--- src/rtl/am_seq_ctrl.sv ---
// Sequenced AM modulator: one shared signed 16x16 multiplier and an iterative
// restoring /10 divider produce one AM sample per accepted carrier/modulating pair.
module am_seq_ctrl #(
  parameter int unsigned DIV_ITER = 20,
  parameter bit          CLAMP_MA = 1'b0
) (
  input  logic        clk,
  input  logic        rst,
  input  logic        in_valid,
  output logic        in_ready,
  input  logic [15:0] carrier,
  input  logic [15:0] modulated,
  input  logic [3:0]  ma,
  output logic        out_valid,
  input  logic        out_ready,
  output logic [15:0] AM_sig,
  output logic        busy
);

  localparam int unsigned CntW  = $clog2(DIV_ITER + 1);
  localparam int unsigned Shift = 32 - DIV_ITER;

  typedef enum logic [2:0] {
    StIdle,
    StMul1,
    StDiv,
    StAdd,
    StMul2,
    StOut
  } state_e;

  state_e state_q, state_d;

  logic signed [15:0] car_q;
  logic signed [15:0] mod_q;
  logic        [3:0]  ma_q;
  logic signed [31:0] p_q;
  logic        [31:0] sh_q;
  logic        [3:0]  rem_q;
  logic               neg_q;
  logic [CntW-1:0]    cnt_q;
  logic signed [15:0] h_q;
  logic        [15:0] am_q;
  logic               out_valid_q;

  logic        [3:0]  ma_eff;
  logic signed [15:0] mul_a;
  logic signed [15:0] mul_b;
  logic signed [31:0] mul_p;
  logic        [31:0] abs_p;
  logic        [4:0]  rem_try;
  logic               rem_ge;
  logic        [3:0]  rem_nxt;
  logic        [31:0] d;
  logic        [16:0] sum17;
  logic               unused_bits;

  assign ma_eff = (CLAMP_MA && (ma > 4'd10)) ? 4'd10 : ma;

  // The single multiplier: (modulated_s, ma) in MUL1, (h, carrier_s) in MUL2.
  assign mul_a = (state_q == StMul2) ? h_q   : mod_q;
  assign mul_b = (state_q == StMul2) ? car_q : $signed({12'b0, ma_q});
  assign mul_p = 32'(mul_a) * 32'(mul_b);

  assign abs_p = p_q[31] ? 32'(-p_q) : 32'(p_q);

  // One restoring step: remainder always < 10, so the trial value fits 5 bits.
  assign rem_try = {rem_q, sh_q[31]};
  assign rem_ge  = (rem_try >= 5'd10);
  assign rem_nxt = rem_ge ? 4'(rem_try - 5'd10) : rem_try[3:0];

  assign d     = neg_q ? (~sh_q + 32'd1) : sh_q;
  assign sum17 = {d[31], d[15:0]} + 17'd32767;

  assign unused_bits = ^{d[30:16], sum17[0]};

  always_ff @(posedge clk) begin
    if (rst) begin
      state_q <= StIdle;
    end else begin
      state_q <= state_d;
    end
  end

  always_comb begin
    state_d = state_q;
    unique case (state_q)
      StIdle: if (in_valid) state_d = StMul1;
      StMul1: state_d = StDiv;
      StDiv:  if (cnt_q == CntW'(DIV_ITER)) state_d = StAdd;
      StAdd:  state_d = StMul2;
      StMul2: state_d = StOut;
      StOut:  if (out_ready) state_d = StIdle;
      default: state_d = StIdle;
    endcase
  end

  always_ff @(posedge clk) begin
    if (rst) begin
      car_q       <= '0;
      mod_q       <= '0;
      ma_q        <= '0;
      p_q         <= '0;
      sh_q        <= '0;
      rem_q       <= '0;
      neg_q       <= 1'b0;
      cnt_q       <= '0;
      h_q         <= '0;
      am_q        <= 16'h8000;
      out_valid_q <= 1'b0;
    end else begin
      unique case (state_q)
        StIdle: begin
          if (in_valid) begin
            car_q <= $signed({~carrier[15], carrier[14:0]});
            mod_q <= $signed({~modulated[15], modulated[14:0]});
            ma_q  <= ma_eff;
          end
        end
        StMul1: begin
          p_q   <= mul_p;
          cnt_q <= '0;
        end
        StDiv: begin
          // First DIV cycle loads |p1| left-aligned; quotient bits shift in at the LSB.
          if (cnt_q == '0) begin
            sh_q  <= abs_p << Shift;
            rem_q <= '0;
            neg_q <= p_q[31];
          end else begin
            sh_q  <= {sh_q[30:0], rem_ge};
            rem_q <= rem_nxt;
          end
          cnt_q <= cnt_q + 1'b1;
        end
        StAdd: begin
          h_q <= $signed(sum17[16:1]);
        end
        StMul2: begin
          p_q         <= mul_p;
          am_q        <= {~mul_p[31], mul_p[29:15]};
          out_valid_q <= 1'b1;
        end
        StOut: begin
          if (out_ready) out_valid_q <= 1'b0;
        end
        default: ;
      endcase
    end
  end

  assign in_ready  = (state_q == StIdle);
  assign busy      = (state_q != StIdle);
  assign out_valid = out_valid_q;
  assign AM_sig    = am_q;

endmodule
--- config.mk ---
export PLATFORM = sky130hd
export DESIGN_NAME = am_seq_ctrl
export DESIGN_NICKNAME = d
export VERILOG_FILES = /design/src/rtl/am_seq_ctrl.sv
export SDC_FILE = /design/constraint.sdc
export NUM_CORES = 1
export LEC_CHECK = 0
export ABC_AREA = 0
export BUFFER_PORTS_ARGS = -buffer_cell sky130_fd_sc_hd__buf_2
export CAP_MARGIN = 20
export CORE_AREA = 2 2 184 186
export CTS_CLUSTER_DIAMETER = 200
export DETAILED_ROUTE_END_ITERATION = 8
export DIE_AREA = 0 0 186 188
export PLACE_DENSITY = 0.62
export SLEW_MARGIN = 20
export SYNTH_ARGS = -nofsm -noshare
export SYNTH_HDL_FRONTEND = slang
export SYNTH_SLANG_ARGS = --single-unit
--- constraint.sdc ---
create_clock -name clk -period 9.1 [get_ports clk]
set_input_delay 2.73 -clock clk [delete_from_list [all_inputs] [get_ports clk]]
set_output_delay 2.73 -clock clk [all_outputs]
set_load 0.03 [all_outputs]
Word-level counts from Yosys, hierarchy flattened. Cells that the tools add are included.

Flip-flop bits (word level): 146. Input bits: 40. Output and inout port bits: 19. Logic and storage cells: 56.

Add/sub/neg operators: 5. Multipliers: 1. $lt $le $gt $ge: 1. Eq/ne operators: 9. Muxes and demuxes: 14. Bitwise operators: 4. Reduce and logical (&&, ||, !) cells: 10.

Operators by type and width (number): 2-to-1 mux 32 bit (2); adder 32 x 1 -> 32 bit (second input constant) (1); multiplier 16 x 16 -> 32 bit (1); 2-to-1 mux 16 bit (2); NOT 32 bit (1); 2-to-1 mux 20 bit (1); negation 20 bit (1); case mux 3 bit (6 select lines) (1); adder 17 x 15 -> 17 bit (second input constant) (1); case mux 5 bit (2 select lines) (1); 2-to-1 mux 3 bit (3); 2-to-1 mux 4 bit (2); equality test 3 x 2 -> 1 bit (second input constant) (2); equality test 3 bit (second input constant) (2); inequality test 2 bit (second input constant) (3); AND reduction 2 bit (3); adder 5 x 1 -> 5 bit (second input constant) (1); equality test 5 bit (second input constant) (1); greater-or-equal comparator 5 x 4 -> 1 bit (second input constant) (1); logical NOT 5 bit (1); nonzero test 2 bit (2); subtractor 4 bit (second input constant) (1); equality test 3 x 1 -> 1 bit (second input constant) (1); logical NOT 3 bit (1); other kinds (6) (8).

Longest topological paths before layout. Gate-level depths: netlist of the first run.

Depth in word-level cells: 4. Depth in mapped cells: 29. Depth with buffers taken out: 27.

Worst setup path before layout of the first run. No wires, ideal clock.

Path kind: register -> register. Start point: reg state_q[2]. End point: reg p_q[31]. Library setup time: 0.131 ns. Arrival time: 6.865 ns. Required time: 8.969 ns. Path slack: 2.104 ns. Stages on the path, launching flop included: 25. Path buffers: 4. Cells stage by stage: dfxtp_1 > clkbuf_1 > nor3b_1 > clkbuf_1 > clkbuf_1 > clkbuf_1 > nand3_1 > fa_1 > inv_1 > fa_1 > fa_1 > fa_1 > fa_1 > inv_1 > fa_1 > inv_1 > ha_1 > a21oi_1 > o21ai_0 > a21oi_1 > o21ai_0 > a21oi_1 > o21ai_0 > a311oi_1 > o31ai_1.

Cells in the longest elaborated chain, start to end: 3. Elaborated cells between the ends (all ways): 6. Those cells by class: 1 x mul; 2 x eq/ne; 2 x mux; 1 x reduce/logical.

Ends and longest elaborated chain: start, declared (RTL line 32) `state_e state_q, state_d;`; start signal, assigned (RTL line 79) `state_q <= StIdle;`; start signal, assigned (RTL line 81) `state_q <= state_d;`; equality test 3 bit (RTL line 61, 62, 112); 2-to-1 mux 16 bit (on tied branches) (RTL line 61, 62); multiplier 16 x 16 -> 32 bit (RTL line 63) `assign mul_p = 32'(mul_a) * 32'(mul_b);`; end signal, assigned (RTL line 121) `p_q <= mul_p;`; end signal, assigned (RTL line 140) `p_q <= mul_p;`; end, declared (RTL line 37) `logic signed [31:0] p_q;`.

Several ways; a longest one is shown, not always the timed one. A chain may end at the register's enable or synchronous reset.

Worst setup path in the final report of the first run. Ends and elaborated chain as after synthesis.

==> results of run 1 <==
## kinds of logic after synthesis
group,Yosys count
buf+inv,421
flops,135
simple gates,664
fa+ha+maj,349
mux,24
xor+xnor,72
compound gates,291
## state kept, by name (all words and copies together) (netlist names)
signal and cells:
ma_q 4, p_q 21, state_q 3, mod_q 16, h_q 16, out_valid 1, sh_q 32, AM_sig 16
cnt_q 5, neg_q 1, rem_q 4, car_q 16
## critical path: cells and delay by family, from the launching register on
kind	cells	cell delay [ns]
adders and majority gates	7	3.54
AOI/OAI and AO/OA	5	1.35
and+or+nand+nor	5	1.33
muxes	1	0.75
DFF	1	0.62
buffers and inverters	5	0.61
## cell usage in the layout (no fill, tap or decap), types with 30 or more instances in the layout
master / instances
a211oi_1: 30
nand2_1: 314
ha_1: 87
and3_1: 87
fa_1: 262
nor2_1: 126
buf_2: 57
a21oi_1: 127
xor2_1: 32
o21ai_0: 41
nand3_1: 34
xnor2_1: 39
dfxtp_1: 135
inv_1: 315
## area by class of cell
type | instances | area [um^2] | share of cell area (%)
clock buffers | 21 | 460 | 2.63
multi-input cells | 1400 | 12000 | 68.8
inverters | 315 | 1180 | 6.76
repair buffers | 77 | 448 | 2.56
clock inverters | 10 | 97.6 | 0.558
flip-flops and latches | 135 | 2700 | 15.4
well taps | 448 | 561 | 3.20
## metal layers
layer / up-vias / wire length [um]
met4: 0 / 556
li1: 6182 / -
met1: 6364 / 20000
met2: 367 / 20400
met5: - / 0
met3: 42 / 2730
## through the flow
stage	power [mW]	cell area [um^2]	utilization (%)	cells
after global routing	2.25	17500	52.8	2406
after CTS	2.13	17500	52.8	2406
after global placement	1.44	16900	51.1	2375
final	2.12	17500	52.8	2406
after detailed placement	1.44	16900	51.2	2375
after floorplan	1.21	16300	-	1956
## worst paths after layout
| check | startpoint | endpoint | slack (ns) | cells past startpoint |
|---|---|---|---|---|
| setup / recovery | state_q[2]$_SDFFE_PP0P_ | p_q[31]$_SDFFE_PP0P_ | 0.73 | 23 |
| hold / removal | AM_sig[8]$_SDFFE_PP0P_ | AM_sig[8]$_SDFFE_PP0P_ | 0.45 | 2 |
| setup reg to reg | state_q[2]$_SDFFE_PP0P_ | p_q[31]$_SDFFE_PP0P_ | 0.73 | 23 |
| hold reg to reg | AM_sig[8]$_SDFFE_PP0P_ | AM_sig[8]$_SDFFE_PP0P_ | 0.45 | 2 |
## synth_stat cells (34+ instances only)
| library cell | count | area (um^2) |
|---|---|---|
| dfxtp_1 | 135 | 2700 |
| inv_1 | 315 | 1180 |
| and3_1 | 87 | 544 |
| xnor2_1 | 39 | 342 |
| o21ai_0 | 41 | 205 |
| nand3_1 | 34 | 170 |
| nor2_1 | 127 | 477 |
| fa_1 | 262 | 5250 |
| a21oi_1 | 127 | 636 |
| ha_1 | 87 | 1090 |
| nand2_1 | 314 | 1180 |
| clkbuf_1 | 96 | 360 |
## power by group through the flow
stage	registers, mW	logic, mW	clock network [mW]
2_1_floorplan	0.703	0.509	0
3_3_place_gp	0.779	0.658	0
3_5_place_dp	0.780	0.664	0
4_1_cts	0.768	0.672	0.694
5_1_grt	0.776	0.750	0.720
6_report	0.770	0.669	0.684
==> qor.yml, run 1 <==
status:
  status: "completed"
detailed_routing:
  ant_nets: 0
  wl_per_cell_um: 18.2
  viasPerCell: 5.38
  drc: 0
  dr.pass1.iters: 5
  wl_um: 43700
  num_vias: 13000
  drtIter0Drc: 1014
clock_tree:
  post_cts_buffers: 0
  clockBufferDepth: 2
  cts_buffers: 17
  worstSkewPairLatency_ns: 0.47
  cts_tree: "done"
  htreeDepth: 4
  clkSlewWorstSetupHoldPaths_ns: 0.06
  ctsResizeCount: 0
  root_buffer: "clkbuf_16"
  cts.sinks: 135
  cts.hold.buffers_added: 0
global_routing:
  track_usage_pct: 26.5
  met2_usage_pct: 41.7
  antenna_found_initial: 0
  use_met3_pct: 3.98
  grt_use_met1_pct: 39.1
  busiest_layer: "met2"
  grt_max_degree: 88
  grt-ovfl-total: 0
  grt_pass1_vias: 13100
  grt_pass1_wl_um: 71000
placed_design:
  pre_cts_ws_ns: 0.828
  gp_congestion: 0.883
  numPortBuffers: 58
  dp_hpwl_um: 34300
timing:
  whs_ns: 0.450
  finalWorstSetupSlack_ns: 0.725
  fin_skew_ns: 0.0264
  max_freq_ghz: 0.119
  final.min_clock_period_ns: 8.37
  worst_pin_slew_ns: 1.05
  relSlewSlack_pct: 29.8
  setup_violations: 0
  fin_setup_tns_ns: 0
  hold_viol: 0
  rsz0062_at_grt: "no"
  drv_slew: 0
  period_share_pct: 92.0
pwr:
  power_density_mw_per_mm2: 121
  p_sw_share_pct: 40.3
  clock_power_share_pct: 32.2
  worst_ir_drop_vdd_uv: 265
  p_int_mw: 1.27
  seqPwrFrac_pct: 36.3
  switchingPower_mw: 0.854
  p_leak_nw: 8.66
  share_comb_of_total_power_pct: 31.5
setup_path:
  cp.required_ns: 9.39
  cp-start-kind: "flip-flop"
  endpoint_kind: "flip-flop"
  crit_chain: "nor3b_2 > buf_12 > mux2i_1 > or2_2 > inv_1 > fa_1 > inv_1 > fa_1 > fa_1 > fa_1 > fa_1 > fa_1 > inv_1 > ha_1 > inv_1 > nor2_1 > nand2_1 > a211oi_1 > or2_2 > a21oi_1 > o211a_1 > a311oi_1 > o31ai_1"
  cp_slowest_cell: "mux2i_1"
  path_class: "flip-flop to flip-flop"
  crit_top_cell: "fa_1"
  slowest_delay_ns: 0.75
  cp_max_fo: 79
  arrival_ns: 8.67
die:
  fp.dieW_um: 186
  dieArea_mm2: 0.0350
  coreArea_mm2: 0.0331
  dieHeight_um: 188
  num_rows: 67
  initial_core_util_pct: 49.3
  io_pins: 59
synth:
  yosysSeqAreaShare_pct: 16.5
  syn_avg_cell_area_um2: 8.35
  async_flop_share_pct: 0
  syn_area_mm2: 0.0163
  synth_seq_cells: 135
  yosysUniqueCellTypes: 65
  muxShareOfSynthArea_pct: 1.48
  synth_fa_ha_area_share_pct: 38.8
  syn_inst: 1956
  yosys.area_share.simple_pct: 18.5
  synth_compound_gate_area_share_pct: 11.0
  synth-edff-count: 0
  synth_warnings: 0
  synth_top_family_by_area: "adder cells"
  ys.flop_type: "dfxtp_1"
  synth_xor_area_share_pct: 3.91
  synth_nets: 2345
cells_and_area:
  fillCellCount: 3104
  area.growth.synth_to_final_pct: 7.12
  layout-drive-gt1-share_pct: 6.74
  n_antenna_cell: 0
  fin_nets: 2335
hold_path:
  hp-class: "flip-flop to flip-flop"
run:
  maxCapViolCount: 0
No activity file was read; power rests on OpenSTA's default activity.
==> inputs of run 2 (changes only) <==
BUFFER_PORTS_ARGS = default   (was -buffer_cell sky130_fd_sc_hd__buf_2)
DONT_BUFFER_PORTS = 1   (was default)
PLACE_DENSITY = 0.69   (was 0.62)
==> run 2 against run 1 <==
Global-route usage is 0.89 points lower. Sequential power hardly changed. Register-to-register slack better by 0.22 ns. Sequential share of layout area is 0.25 points higher. Wire length is 4.1% lower. Sequential cell count stayed put. Clock-buffer cell count is 4 lower. Non-clock buffer count is 57 lower. Clock power is 3.4% lower. First-iteration DRC count is 15% lower. Fmax is 2.7% higher. Setup slack better by 0.22 ns. Critical path type unchanged. Largest power group unchanged. Highest routed layer is now met5.
==> qor.yml, run 2 (synthesis results as in run 1) <==
cells_and_area:
  layout-drive-gt1-share_pct: 4.05  # -2.7 points
  final_cell_mix: "inv_1, nand2_1, fa_1, dfxtp_1, a21oi_1"
  largest_reg_flops: 32  # unchanged
  final_common_cell: "inv_1"
  final_core_util_pct: 52.0  # -0.84 points
  area.growth.synth_to_final_pct: 5.41
  fin_nets: 2278  # -2.4%
  reg.largest.list: "sh_q (32), p_q (21)"
  n_antenna_cell: 0  # unchanged
  top_register: "sh_q"
detailed_routing:
  viasPerCell: 5.46  # +1.3%
  ant_nets: 0  # unchanged
  drc: 0  # unchanged
  wl_um: 41900  # -4.1%
  drtIter0Drc: 863  # -15%
  wl_per_cell_um: 17.8  # -1.8%
  num_vias: 12800  # -1.0%
  dr.pass1.iters: 5  # unchanged
die:
  dieHeight_um: 188  # unchanged
  fp.dieW_um: 186  # unchanged
  initial_core_util_pct: 49.3  # unchanged
  dieArea_mm2: 0.0350  # unchanged
  coreArea_mm2: 0.0331  # unchanged
  io_pins: 59  # unchanged
  num_rows: 67  # unchanged
global_routing:
  met2_usage_pct: 40.7  # -1.0 points
  use_met3_pct: 5.87  # +1.9 points
  track_usage_pct: 25.7  # -0.89 points
  busiest_layer: "met2"
  grt_pass1_wl_um: 69800  # -1.8%
  grt-ovfl-total: 0  # unchanged
  antenna_found_initial: 1  # +1
  grt_max_degree: 134  # +52%
  grt_use_met1_pct: 34.5  # -4.6 points
  grt_pass1_vias: 13200  # +0.73%
placed_design:
  pre_cts_ws_ns: 1.04  # +0.212 ns
  numPortBuffers: 0  # -100%
  dp_hpwl_um: 32700  # -4.6%
  gp_congestion: 0.894  # +1.3%
run:
  maxCapViolCount: 0  # unchanged
hold_path:
  hp-class: "flip-flop to flip-flop"
clock_tree:
  htreeDepth: 4  # unchanged
  root_buffer: "clkbuf_16"
  ctsResizeCount: 0  # unchanged
  cts.hold.buffers_added: 0  # unchanged
  post_cts_buffers: 0  # unchanged
  clockBufferDepth: 2  # unchanged
  cts_buffers: 17  # unchanged
  cts_tree: "done"
  cts.sinks: 135  # unchanged
  worstSkewPairLatency_ns: 0.43  # -0.04 ns
  clkSlewWorstSetupHoldPaths_ns: 0.06  # about the same
setup_path:
  cp_max_fo: 107  # +35%
  path_class: "flip-flop to flip-flop"
  cp.required_ns: 9.38  # about the same
  cp-start-kind: "flip-flop"
  arrival_ns: 8.44  # -0.23 ns
  endpoint_kind: "flip-flop"
timing:
  period_share_pct: 89.6  # -2.4 points
  drv_slew: 0  # unchanged
  finalWorstSetupSlack_ns: 0.947  # +0.222 ns
  setup_violations: 0  # unchanged
  max_freq_ghz: 0.123  # +2.7%
  final.min_clock_period_ns: 8.15  # -0.222 ns
  fin_setup_tns_ns: 0  # unchanged
  worst_pin_slew_ns: 0.955  # -0.0938 ns
  fin_skew_ns: 0.0102  # -0.0162 ns
  relSlewSlack_pct: 36.3  # +6.5 points
  rsz0062_at_grt: "no"
  hold_viol: 0  # unchanged
pwr:
  worst_ir_drop_vdd_uv: 269  # +1.7%
  power_density_mw_per_mm2: 120  # -0.80%
  p_leak_nw: 8.41  # -2.8%
status:
  status: "completed"
## run 2: metal layers
metal,part of all wire [%],up-vias
li1,-,6080
met1,43,6264
met2,47,393
met3,7.0,85
met4,3.2,2
met5,0.041,-
## run 2: stage by stage
step	total power [mW]	cell area, um^2	hold slack [ns]	std cells
finish	2.07	17200	0.450	2350
global route	2.20	17200	0.471	2350
global placement	1.40	16600	0.441	2318
floorplan	1.21	16300	0.436	1956
CTS	2.08	17200	0.450	2350
detailed placement	1.41	16600	0.441	2318
## run 2: worst paths after layout
kind | to | cells past startpoint | slack [ns] | from
max | p_q[31]$_SDFFE_PP0P_ | 22 | 0.95 | state_q[2]$_SDFFE_PP0P_
min | ma_q[0]$_SDFFE_PP0P_ | 2 | 0.45 | ma_q[0]$_SDFFE_PP0P_
min reg2reg | ma_q[0]$_SDFFE_PP0P_ | 2 | 0.45 | ma_q[0]$_SDFFE_PP0P_
max reg2reg | p_q[31]$_SDFFE_PP0P_ | 22 | 0.95 | state_q[2]$_SDFFE_PP0P_
## run 2: critical path: stages (launching register included)
cell and delay [ns]:
dfxtp_1 0.63, nor3b_2 0.32, buf_12 0.37, mux2i_1 0.73, or2_2 0.26, inv_1 0.08, fa_1 0.63, fa_1 0.92
fa_1 0.51, fa_1 0.48, fa_1 0.55, inv_1 0.05, fa_1 0.53, inv_1 0.04, ha_1 0.35, a21oi_1 0.15
o21ai_0 0.09, a21oi_1 0.15, o21ai_0 0.11, a21oi_1 0.29, o21ai_0 0.20, a311oi_1 0.38, o31ai_1 0.10
## run 2: final cells by class
| class | count | area (um^2) |
|---|---|---|
| well taps | 448 | 561 |
| fillers | 3108 | 15900 |
| clock buffers | 17 | 425 |
| multi-input cells | 1400 | 12000 |
| flip-flops and latches | 135 | 2700 |
| clock inverters | 15 | 140 |
| repair buffers | 20 | 163 |
| inverters | 315 | 1180 |
## run 2: report_power, final
part           internal [mW]  switching (mW)  total [mW]
sequential             0.650           0.118       0.769
clock                  0.360           0.301       0.661
combinational          0.220           0.422       0.642
==> inputs of run 3 (changes only) <==
CORE_AREA = 2 2 168 170   (was 2 2 184 186)
DIE_AREA = 0 0 170 172   (was 0 0 186 188)
PLACE_DENSITY = 0.79   (was 0.69)
==> run 3 against run 2 <==
Highest routed layer is now met4. Clock skew about the same. Setup slack worse by 0.024 ns. Fmax down 0.29%.
==> qor.yml, run 3 (synthesis results as in run 1) <==
die:
  initial_core_util_pct: 59.4  # +10 points
  dieHeight_um: 172  # -8.5%
  dieArea_mm2: 0.0292  # -16%
  io_pins: 59  # unchanged
  coreArea_mm2: 0.0275  # -17%
  fp.dieW_um: 170  # -8.6%
  num_rows: 61  # -9.0%
cells_and_area:
  fillCellCount: 2312  # -26%
  fin_nets: 2284  # +0.26%
  stdcell_count: 2253  # -4.1%
  layout-drive-gt1-share_pct: 4.25  # +0.20 points
  reg.largest.list: "sh_q (32), p_q (21)"
  final_cell_mix: "inv_1, nand2_1, fa_1, dfxtp_1, a21oi_1"
  final_common_cell: "inv_1"
  largest_reg_flops: 32  # unchanged
  area.growth.synth_to_final_pct: 5.10
  n_antenna_cell: 0  # unchanged
  top_register: "sh_q"
detailed_routing:
  ant_nets: 0  # unchanged
  drtIter0Drc: 1080  # +25%
  wl_per_cell_um: 18.9  # +5.7%
  wl_um: 42500  # +1.3%
  num_vias: 13200  # +3.0%
  dr.pass1.iters: 6  # +1
  drc: 0  # unchanged
  viasPerCell: 5.86  # +7.4%
timing:
  rsz0062_at_grt: "no"
  fin_skew_ns: 0.0101  # -0.0000683 ns
  relSlewSlack_pct: 32.5  # -3.9 points
  setup_violations: 0  # unchanged
  max_freq_ghz: 0.122  # -0.29%
  finalWorstSetupSlack_ns: 0.923  # -0.0240 ns
  worst_pin_slew_ns: 1.01  # +0.0541 ns
  fin_setup_tns_ns: 0  # unchanged
  period_share_pct: 89.9  # +0.26 points
  hold_viol: 0  # unchanged
  final.min_clock_period_ns: 8.18  # +0.0240 ns
  whs_ns: 0.458  # +0.00775 ns
  drv_slew: 0  # unchanged
pwr:
  p_sw_share_pct: 38.8  # -1.8 points
  power_density_mw_per_mm2: 124  # +3.4%
  seqPwrFrac_pct: 36.0  # -1.1 points
  share_comb_of_total_power_pct: 30.8  # -0.2 points
  switchingPower_mw: 0.828  # -1.6%
  clock_power_share_pct: 33.3  # +1.4 points
  p_int_mw: 1.31  # +6.3%
  worst_ir_drop_vdd_uv: 211  # -21%
  p_leak_nw: 8.46  # +0.60%
setup_path:
  reg2reg_setup_slack_ns: 0.92  # -0.02 ns
  critPathTopFamily: "adder cells"
  arrival_ns: 8.50  # +0.06 ns
  cp_max_fo: 87  # -19%
  slowest_delay_ns: 0.63  # -0.29 ns
  path_class: "flip-flop to flip-flop"
  endpoint_kind: "flip-flop"
  crit_chain: "nor3b_2 > buf_12 > buf_4 > and2_1 > nand2_1 > fa_1 > inv_1 > fa_1 > ha_1 > inv_1 > fa_1 > fa_1 > fa_1 > inv_1 > ha_1 > a211oi_1 > o21ai_0 > o311ai_0 > a21oi_1 > a31oi_1 > o21bai_1 > a21oi_1 > nor4_1 > a311o_1"
  cp-start-kind: "flip-flop"
  cp_slowest_cell: "a31oi_1"
  crit_buf_inv: 5  # +1
  cp.required_ns: 9.43  # +0.05 ns
  crit_top_cell: "fa_1"
clock_tree:
  cts.hold.buffers_added: 0  # unchanged
  root_buffer: "clkbuf_16"
  cts.sinks: 135  # unchanged
  post_cts_buffers: 0  # unchanged
  cts_tree: "done"
  clockBufferDepth: 2  # unchanged
  htreeDepth: 4  # unchanged
  cts_buffers: 17  # unchanged
  clkSlewWorstSetupHoldPaths_ns: 0.06  # about the same
  ctsResizeCount: 0  # unchanged
  worstSkewPairLatency_ns: 0.44  # about the same
run:
  maxCapViolCount: 0  # unchanged
global_routing:
  grt_pass1_vias: 13500  # +2.4%
  grt_pass1_wl_um: 70100  # +0.44%
  track_usage_pct: 31.1  # +5.4 points
  grt-ovfl-total: 0  # unchanged
  grt_max_degree: 134  # unchanged
  antenna_found_initial: 0  # -1
placed_design:
  pre_cts_ws_ns: 1.04  # +0.00400 ns
  gp_congestion: 0.949  # +6.1%
  numPortBuffers: 0  # unchanged
  dp_hpwl_um: 32800  # about the same
  placed_cells: 2222  # -4.1%
hold_path:
  hp-class: "flip-flop to flip-flop"
status:
  status: "completed"
[run 3: cell types whose count changed in the layout (fill, tap and decap cells not counted), sizes merged]
cell and change:
bufinv +3, buf +6, inv -3, clkbuf +1, clkinvlp -2
[run 3: power groups by stage]
| stage | sequential, mW | clock [mW] | combinational [mW] |
|---|---|---|---|
| 2_1_floorplan | 0.703 | 0 | 0.509 |
| 3_3_place_gp | 0.771 | 0 | 0.626 |
| 3_5_place_dp | 0.774 | 0 | 0.643 |
| 4_1_cts | 0.762 | 0.716 | 0.650 |
| 5_1_grt | 0.774 | 0.740 | 0.733 |
| 6_report | 0.768 | 0.711 | 0.657 |
[run 3: final cells by class]
type                    instances  area [um^2]  share of cell area, %
clock buffers                  18          429                   2.50
well taps                     346          433                   2.52
repair buffers                 26          208                   1.21
flip-flops and latches        135         2700                   15.7
inverters                     315         1180                   6.89
multi-input cells            1400        12000                   70.2
clock inverters                13          169                  0.984
[run 3: tightest hold or removal path, delay by kind of cell (launching register included)]
family             cells  cell delay, ns
DFF                    1            0.31
AOI/OAI and AO/OA      1            0.05
and+or+nand+nor        1            0.05
[run 3: metal layers]
layer	routed length (um)	share of wire [%]	vias to the layer above	GRT usage [%]
met5	0	0	-	0
met4	1580	3.7	0	12.1
met3	3780	8.9	97	8.13
met2	20400	48	551	51.6
met1	16800	39	6480	39.1
li1	-	-	6075	-
[run 3: final timing paths]
kind / cells past startpoint / to / from
worst max-delay path: 24 / AM_sig[7]$_SDFFE_PP0P_ / state_q[2]$_SDFFE_PP0P_
worst min-delay path: 2 / ma_q[0]$_SDFFE_PP0P_ / ma_q[0]$_SDFFE_PP0P_
worst max register to register: 24 / AM_sig[7]$_SDFFE_PP0P_ / state_q[2]$_SDFFE_PP0P_
worst min register to register: 2 / ma_q[0]$_SDFFE_PP0P_ / ma_q[0]$_SDFFE_PP0P_
[run 3: through the flow]
stage | cell area (um^2) | power (mW) | util [%]
after floorplan | 16300 | 1.21 | -
after CTS | 17200 | 2.13 | 62.5
after global routing | 17200 | 2.25 | 62.5
after detailed placement | 16600 | 1.42 | 60.3
after global placement | 16600 | 1.40 | 60.3
final | 17200 | 2.14 | 62.5
